**src/rtl/buffer_pkg.sv**
```systemverilog
// buffer_pkg: shared defaults, clog2 helper and count width for buffer blocks.
package buffer_pkg;
  localparam int WIDTH_DEF = 8;
  localparam int DEPTH_DEF = 4;
  function automatic int clog2(input int v);
    int r;
    r = 0;
    for (int i = 0; i < 31; i++) if ((1 << i) < v) r = i + 1;
    return r;
  endfunction
  localparam int CNT_W = clog2(DEPTH_DEF + 1);
endpackage

```
**src/rtl/buffer_fifo_mem.sv**
```systemverilog
// buffer_fifo_mem: DEPTH x WIDTH register array, one write port, async read, no reset.
module buffer_fifo_mem
  import buffer_pkg::*;
#(
  parameter int WIDTH = WIDTH_DEF,
  parameter int DEPTH = DEPTH_DEF
) (
  input  logic                     clk,
  input  logic                     we,
  input  logic [clog2(DEPTH)-1:0]  waddr,
  input  logic [WIDTH-1:0]         wdata,
  input  logic [clog2(DEPTH)-1:0]  raddr,
  output logic [WIDTH-1:0]         rdata
);
  logic [WIDTH-1:0] mem_q [DEPTH];
  always_ff @(posedge clk) if (we) mem_q[waddr] <= wdata;
  assign rdata = mem_q[raddr];
endmodule

```
**src/rtl/buffer_fifo.sv**
```systemverilog
// buffer_fifo: WIDTH x DEPTH first-word-fall-through FIFO with valid/ready on both sides.
// Define BUFFER_FIFO_BYPASS_EN for zero-latency pass-through while empty.
module buffer_fifo
  import buffer_pkg::*;
#(
  parameter int WIDTH = WIDTH_DEF,
  parameter int DEPTH = DEPTH_DEF
) (
  input  logic                       clk,
  input  logic                       rst_n,
  input  logic                       in_valid,
  output logic                       in_ready,
  input  logic [WIDTH-1:0]           a,
  output logic                       out_valid,
  input  logic                       out_ready,
  output logic [WIDTH-1:0]           b,
  output logic [clog2(DEPTH+1)-1:0]  count,
  output logic                       full,
  output logic                       empty
);
  localparam int AW = clog2(DEPTH);
  localparam int CW = clog2(DEPTH + 1);
  logic [AW-1:0] wr_ptr_q, wr_ptr_d, rd_ptr_q, rd_ptr_d;
  logic [CW-1:0] count_q, count_d;
  logic [WIDTH-1:0] rdata;
  logic byp, push, pop, we, rd;
  buffer_fifo_mem #(.WIDTH(WIDTH), .DEPTH(DEPTH)) u_mem (
    .clk   (clk),
    .we    (we),
    .waddr (wr_ptr_q),
    .wdata (a),
    .raddr (rd_ptr_q),
    .rdata (rdata)
  );
  always_comb begin
    empty = count_q == '0;
    full = count_q == CW'(DEPTH);
    in_ready = !full;
`ifdef BUFFER_FIFO_BYPASS_EN
    byp = empty && in_valid;
    out_valid = !empty || byp;
    b = byp ? a : (empty ? '0 : rdata);
`else
    byp = 1'b0;
    out_valid = !empty;
    b = empty ? '0 : rdata;
`endif
    push = in_valid && in_ready;
    pop = out_valid && out_ready;
    // a bypassed word that is consumed in the same cycle never touches storage
    we = push && !(byp && out_ready);
    rd = pop && !empty;
    wr_ptr_d = wr_ptr_q + AW'(we);
    rd_ptr_d = rd_ptr_q + AW'(rd);
    count_d = count_q + CW'(we) - CW'(rd);
    count = count_q;
  end
  always_ff @(posedge clk or negedge rst_n) begin
    if (!rst_n) begin
      wr_ptr_q <= '0;
      rd_ptr_q <= '0;
      count_q <= '0;
    end else begin
      wr_ptr_q <= wr_ptr_d;
      rd_ptr_q <= rd_ptr_d;
      count_q <= count_d;
    end
  end
endmodule
```
**config.mk**
```make
export PLATFORM = sky130hd
export DESIGN_NAME = buffer_fifo
export DESIGN_NICKNAME = d
export VERILOG_FILES = /design/src/rtl/buffer_pkg.sv /design/src/rtl/buffer_fifo_mem.sv /design/src/rtl/buffer_fifo.sv
export SDC_FILE = /design/constraint.sdc
export NUM_CORES = 1
export LEC_CHECK = 0
export BUFFER_PORTS_ARGS = -buffer_cell sky130_fd_sc_hd__buf_2
export CORE_AREA = 2 2 76 78
export DETAILED_ROUTE_END_ITERATION = 10
export DIE_AREA = 0 0 78 80
export SYNTH_ARGS = -nofsm -noshare
export SYNTH_HDL_FRONTEND = slang
export SYNTH_SLANG_ARGS = --single-unit
```
**constraint.sdc**
```tcl
create_clock -name clk -period 4.6 [get_ports clk]
set_input_delay 0.46 -clock clk [delete_from_list [all_inputs] [get_ports clk]]
set_output_delay 0.46 -clock clk [all_outputs]
set_load 0.02 [all_outputs]
```
==> metrics.txt, run 1 <==
syn_nets 96; Worst Skew 5.95 ps; fin crit period 2360 ps; Leak 0.731 nW; width of the chip 78 um; Clk pwr share 0.237; crit-path max FO 10; largest net degree at the start of global routing 14; gr ovfl total 0; sequential share of power 0.407; Die ar. 6240 um2; H-tree Lvls 2; vias 787; DR pass1 iterations 4; Placed Area 1790 um2; commonest non-fill, non-tap cells in the layout edfxtp_1 (32), buf_2 (26), mux4_2 (8), and2_1 (8), dfrtp_1 (7); Core Rows 27; dpl cells 179; CTS tree built; FF+latch count, synth 39; Slew @ Worst Pin 653 ps; Clock transition at path regs 70 ps; Die Y 80 um; required time of the critical path 4140 ps; Top Metal Used met4; Synth top area share 0.611; P&R area growth vs syn 23.2%; final core utilization 0.358; Tot GR Track Use 0.0918; Post-DP HPWL 1870 um; Top delay family on crit path flip-flops; Mapped Cells 81; CTS Sinks 39; WL final 2650 um; final setup violation count 0; area of the multi-input gates 397 um2; DR iter-0 viols 67; Worst setup EP type output pin; Cell Chain, Critical Path mux4_2, and2_1, buf_2; postcts setup bufs 0; Synth cell types 21; nature of the critical path startpoint flip-flop; Buffers on Ports 26; switch share 0.325; ratio of cells with drive above 1 in the final layout 0.405; WL met3 142 um; setup total negative slack 0 ps; PD cells 706 nW/um2; Finished Cell Area 1940 um2; Worst EP arrival 1900 ps; Top Ports 27; insertion delay to the later sink of the worst-skew pair 280 ps; Crit Path Category flip-flop to output pin; vias in the first global route 817; initial core utilization 0.291; Hold Slack 388 ps; Avg Cell Area, Syn 19.4 um2; Int Pwr 0.922 mW; CP max stage delay 720 ps; Slowest-stage cell, CP dfrtp_1; mapped cell area 1570 um2; crit share post-route 0.512; Max IR drop VDD 0.495 mV; WP buf/inv 1; max_cap viols 0; Psw 0.444 mW; WL/cell 14.1 um; routed wl met2 1380 um; DRC viols 0; Post-synth EDFFs 32; CTS max path bufs 2; register area 1140 um2; Logic pwr share 0.355; Core ar. 5410 um2; first-pass GRT wire length 4040 um; vias per inst 4.19; Synth area leaders edfxtp_1 (61%), mux4_2 (11%), dfrtp_1 (11%); # fillers 541; area leader, netlist edfxtp_1; Fmax 424 MHz; DRT antenna net count 0; Hold WC Path Type primary input to flip-flop; Slew Limit Fails 0; status complete, no violations; Seq/Total Area, Yosys 0.723; Num CTS Buffers 5; final net count 130; Layout Cells excl Fill 188; commonest non-fill, non-tap cell in the layout edfxtp_1; asr flop ratio synth 0.179; synth warn 0; ys flop type edfxtp_1; RD Place Congestion 0.750; clk root buf clkbuf_8; ANT cells 0; initial antenna violation count 0; Resized Gates After CTS 0; unrepaired setup endpoints after global routing false; CTS Hold Buffers Added 1; Final Hold Vio Count 0; routed length on met1 1080 um; max_slew headroom 0.564
[synth_stat cells, types with 2 or more instances]
| library cell | instances |
|---|---|
| xnor2_1 | 4 |
| dfrtp_1 | 7 |
| nor3b_1 | 2 |
| inv_1 | 3 |
| nand3_1 | 2 |
| xor2_1 | 2 |
| and2_1 | 8 |
| ha_1 | 2 |
| mux4_2 | 8 |
| edfxtp_1 | 32 |
[path summary, 6_finish.rpt]
| kind | slack (ps) | start | end | depth (start not counted) |
|---|---|---|---|---|
| worst max-delay path | 2240 | rd_ptr_q[0]$_DFF_PN0_ | b[2] | 3 |
| worst min-delay path | 390 | a[7] | u_mem.mem_q[2][7]$_DFFE_PP_ | 1 |
| worst max register to register | 2320 | count[2]$_DFF_PN0_ | count[2]$_DFF_PN0_ | 7 |
| worst min register to register | 510 | count[2]$_DFF_PN0_ | count[2]$_DFF_PN0_ | 1 |
| max in group asynchronous | 3910 | rst_n | rd_ptr_q[0]$_DFF_PN0_ | 2 |
| min in group asynchronous | 540 | rst_n | wr_ptr_q[0]$_DFF_PN0_ | 2 |
[cell type report]
type                    count  area share
flip-flops and latches     39       0.587
clock buffers               6      0.0375
clock inverters             2      0.0310
multi-input cells          35       0.205
repair buffers             30      0.0840
inverters                   4     0.00905
well taps                  72      0.0465
[flip-flops by register name, indices dropped and copies added (netlist names)]
signal,cells
u_mem.mem_q,32
count,3
rd_ptr_q,2
wr_ptr_q,2
[power by group through the flow]
stage | sequential (mW) | combinational (mW) | clock, mW
3_5_place_dp | 0.569 | 0.495 | 0
5_1_grt | 0.573 | 0.525 | 0.347
2_1_floorplan | 0.535 | 0.371 | 0
3_3_place_gp | 0.560 | 0.488 | 0
6_report | 0.556 | 0.485 | 0.324
4_1_cts | 0.562 | 0.498 | 0.331
[through the flow]
stage          worst slack, ps  power, mW
3_5_place_dp              2280       1.06
6_report                  2240       1.37
4_1_cts                   2170       1.39
2_1_floorplan             2420      0.906
3_3_place_gp              2410       1.05
5_1_grt                   2090       1.45
[logic make-up (layout without fill, tap and decap cells)]
kind of cell  Yosys count  count (layout)  synth area share
fa+ha+maj               3               3            0.0287
buf+inv                 7              42            0.0247
mux                     8               8             0.115
simple gates           18              18            0.0756
xor+xnor                6               6            0.0334
flops                  39              39             0.723
[metal layers]
| metal | up-vias | track usage |
|---|---|---|
| li1 | 374 | - |
| met1 | 384 | 0.0962 |
| met2 | 23 | 0.166 |
| met3 | 6 | 0.0305 |
| met4 | 0 | 0.0421 |
| met5 | - | 0 |
[worst register-to-register path: stages, from the launching register on]
cell     delay [ps]
dfrtp_1         410
or3_1           580
nand2_1         210
xnor2_1         100
ha_1            190
fa_1            390
xor2_1          170
xnor2_1         130
Power figures use the tool's default switching activity.
==> run 2, diff against run 1 <==
--- a/config.mk
+++ b/config.mk
@@ -5,10 +5,11 @@
 export SDC_FILE = /design/constraint.sdc
 export NUM_CORES = 1
 export LEC_CHECK = 0
+export ABC_AREA = 1
 export BUFFER_PORTS_ARGS = -buffer_cell sky130_fd_sc_hd__buf_2
-export CORE_AREA = 2 2 76 78
+export CORE_AREA = 2 2 80 82
 export DETAILED_ROUTE_END_ITERATION = 10
-export DIE_AREA = 0 0 78 80
+export DIE_AREA = 0 0 82 84
 export SYNTH_ARGS = -nofsm -noshare
 export SYNTH_HDL_FRONTEND = slang
 export SYNTH_SLANG_ARGS = --single-unit
==> constraint.sdc (replaced) <==
create_clock -name clk -period 2 [get_ports clk]
set_input_delay 0.2 -clock clk [delete_from_list [all_inputs] [get_ports clk]]
set_output_delay 0.2 -clock clk [all_outputs]
set_load 0.02 [all_outputs]
==> run 2 against run 1 <==
Against the previous run: critical path depth increased by 3; first-iteration DRC count increased by 19%; clock-buffer cell count decreased by 1; area after synthesis increased by 12%.
==> metrics.txt, run 2 <==
status complete, no violations; Avg Cell Area, Syn 10.3 um2 (-47%); fraction of the mapped netlist area in compound gates 0.0306 (+0.0306); DR iter-0 viols 80 (+19%); P&R area growth vs syn 20.5%; commonest non-fill, non-tap cells in the layout nand2_1 (45), inv_1 (39), edfxtp_1 (32), buf_2 (26), nand3_1 (17); launch point of the worst reg-to-reg path count[0]$_DFF_PN0_; gr ovfl total 0 (unchanged); postcts setup bufs 0 (unchanged); max reg flops 32 (unchanged); top-count cell post-synth nand2_1; Synth cell types 21 (unchanged); RD Place Congestion 0.755 (+0.71%); asr flop ratio synth 0.179 (unchanged); WL/cell 11.7 um (-17%); Die Y 84 um (+5.0%); CP max stage delay 400 ps (-320 ps); Leak 1.00 nW (+37%); initial antenna violation count 0 (unchanged); worst reg2reg path endpoint count[2]$_DFF_PN0_; clk root buf clkbuf_8; initial core utilization 0.288 (-0.00236); Core Rows 29 (+7.4%); Clock transition at path regs 80 ps (about the same); Cell Chain, Critical Path buf_6, inv_2, nand2_1, nand3_1, a21oi_1, buf_2; mapped cell area 1760 um2 (+12%); final setup violation count 0 (unchanged); insertion delay to the later sink of the worst-skew pair 290 ps (about the same); width of the chip 82 um (+5.1%); Max IR drop VDD 0.634 mV (+28%); crit-path max FO 17 (+7); area leader, netlist edfxtp_1; CTS tree built; commonest non-fill, non-tap cell in the layout nand2_1; max_cap viols 0 (unchanged); setup total negative slack 0 ps (unchanged); PD cells 1530 nW/um2 (+120%); Synth area leaders edfxtp_1 (55%), dfrtp_1 (10%), nand2_1 (9.6%); ratio of cells with drive above 1 in the final layout 0.225 (-0.180); Slew Limit Fails 0 (unchanged); Register-to-Register Path Depth 9 (+2); Top Ports 27 (unchanged); Biggest register u_mem.mem_q; Mapped Cells 171 (+110%); Crit. Startpoint rd_ptr_q[0]$_DFF_PN0_; ANT cells 0 (unchanged); Num CTS Buffers 5 (unchanged); vias 1165 (+48%); Synth top area share 0.547 (-0.0648); CTS max path bufs 2 (unchanged); CP endpoint b[0]; FF+latch count, synth 39 (unchanged); nature of the critical path startpoint flip-flop; synth warn 0 (unchanged); Worst EP arrival 1620 ps (-280 ps); H-tree Lvls 2 (unchanged); unrepaired setup endpoints after global routing false; DRC viols 0 (unchanged); Final Hold Vio Count 0 (unchanged); Slew @ Worst Pin 309 ps (-343 ps); dpl cells 277 (+55%); Hold Slack 124 ps (-264 ps); Worst Skew 6.50 ps (+0.545 ps); xor and xnor area share after synthesis 0.00996 (-0.0235); Fmax 549 MHz; slack of the worst reg-to-reg path 200 ps (-2120 ps); Buffers on Ports 26 (unchanged); first-pass GRT wire length 5300 um (+31%); Tot GR Track Use 0.108 (+0.0161); CTS Sinks 39 (unchanged); total power 3.25 mW (+140%); crit share post-route 0.911; Post-DP HPWL 2270 um (+22%); Post-synth EDFFs 32 (unchanged); multiplexer area fraction after synthesis 0 (-0.115); Slowest-stage cell, CP dfrtp_1; Worst setup EP type output pin; Layout Cells excl Fill 286 (+52%); Hold WC Path Type primary input to flip-flop; WL final 3350 um (+26%); Core ar. 6100 um2 (+13%); simple-gate share of the synthesized area 0.172 (+0.0966); vias per inst 4.07 (-2.7%); top cells by instance count after synthesis nand2_1 (45), inv_1 (39), edfxtp_1 (32); largest family of logic cells by synthesized area simple AND/OR/NAND/NOR gates; DR pass1 iterations 4 (unchanged); fin crit period 1820 ps; vias in the first global route 1085 (+33%); ys flop type edfxtp_1; Die ar. 6890 um2 (+10%); largest net degree at the start of global routing 18 (+4); max_slew headroom 0.793 (+0.229); adder-cell share of the synthesized area 0.0256 (-0.00304); Crit Path Category flip-flop to output pin; syn_nets 186 (+94%); DRT antenna net count 0 (unchanged); Seq/Total Area, Yosys 0.646 (-0.0767); required time of the critical path 1800 ps (-2340 ps); final net count 223 (+72%)
==> run 2: worst min path at each step <==
stage | slack [ps] | start | to | depth (start not counted)
finish | 120 | a[7] | u_mem.mem_q[2][7]$_DFFE_PP_ | 1
global route | 110 | a[5] | u_mem.mem_q[3][5]$_DFFE_PP_ | 1
CTS | 120 | a[7] | u_mem.mem_q[2][7]$_DFFE_PP_ | 1
detailed placement | 50 | rst_n | count[1]$_DFF_PN0_ | 1
global placement | 50 | rst_n | count[2]$_DFF_PN0_ | 1
floorplan | -100 | rst_n | count[0]$_DFF_PN0_ | 0
==> run 2: metal layers <==
layer	track usage	vias up	share of wire
met5	0	-	0
met3	0.0444	6	0.065
met4	0.0364	0	0.016
met1	0.131	532	0.43
li1	-	605	-
met2	0.171	22	0.49
==> run 2: cell families after synthesis <==
group                      after synthesis
AOI/OAI and AO/OA                       10
adders and majority gates                3
and+or+nand+nor                         71
DFF                                     39
buffers and inverters                   46
xor gates and xnor gates                 2
==> run 2: repair_timing <==
item,in CTS,in global routing
hold buffers,1,0
resized for setup,0,1
endpoints found under the hold margin,7,0
setup endpoints to repair,0,3
==> run 2: where the power goes <==
group	leakage (nW)	internal (mW)	switching, mW	total [mW]
Sequential	0.376	1.10	0.106	1.21
Clock	0.0581	0.371	0.267	0.638
Combinational	0.571	0.472	0.932	1.40
Total	1.00	1.94	1.31	3.25
==> run 2: stage by stage <==
stage	area [um2]	util	setup WS (ps)
global route	2120	0.347	12.5
floorplan	1760	-	143
global placement	1990	0.327	274
CTS	2110	0.347	116
finish	2120	0.347	178
detailed placement	1990	0.327	203
==> run 2: worst max-delay path: cells and delay by family (launching register included) <==
kind	cells	cell delay (ps)
AO/OA/AOI/OAI	1	210
buffers and inverters	3	560
flip-flops	1	400
AND/OR/NAND/NOR	2	150
==> run 2: cell type report <==
cell class,count,area [um2]
flip-flops and latches,39,1140
multi-input cells,86,419
clock inverters,3,43.8
well taps,77,96.3
inverters,42,158
repair buffers,34,196
fillers,629,3980
clock buffers,5,68.8
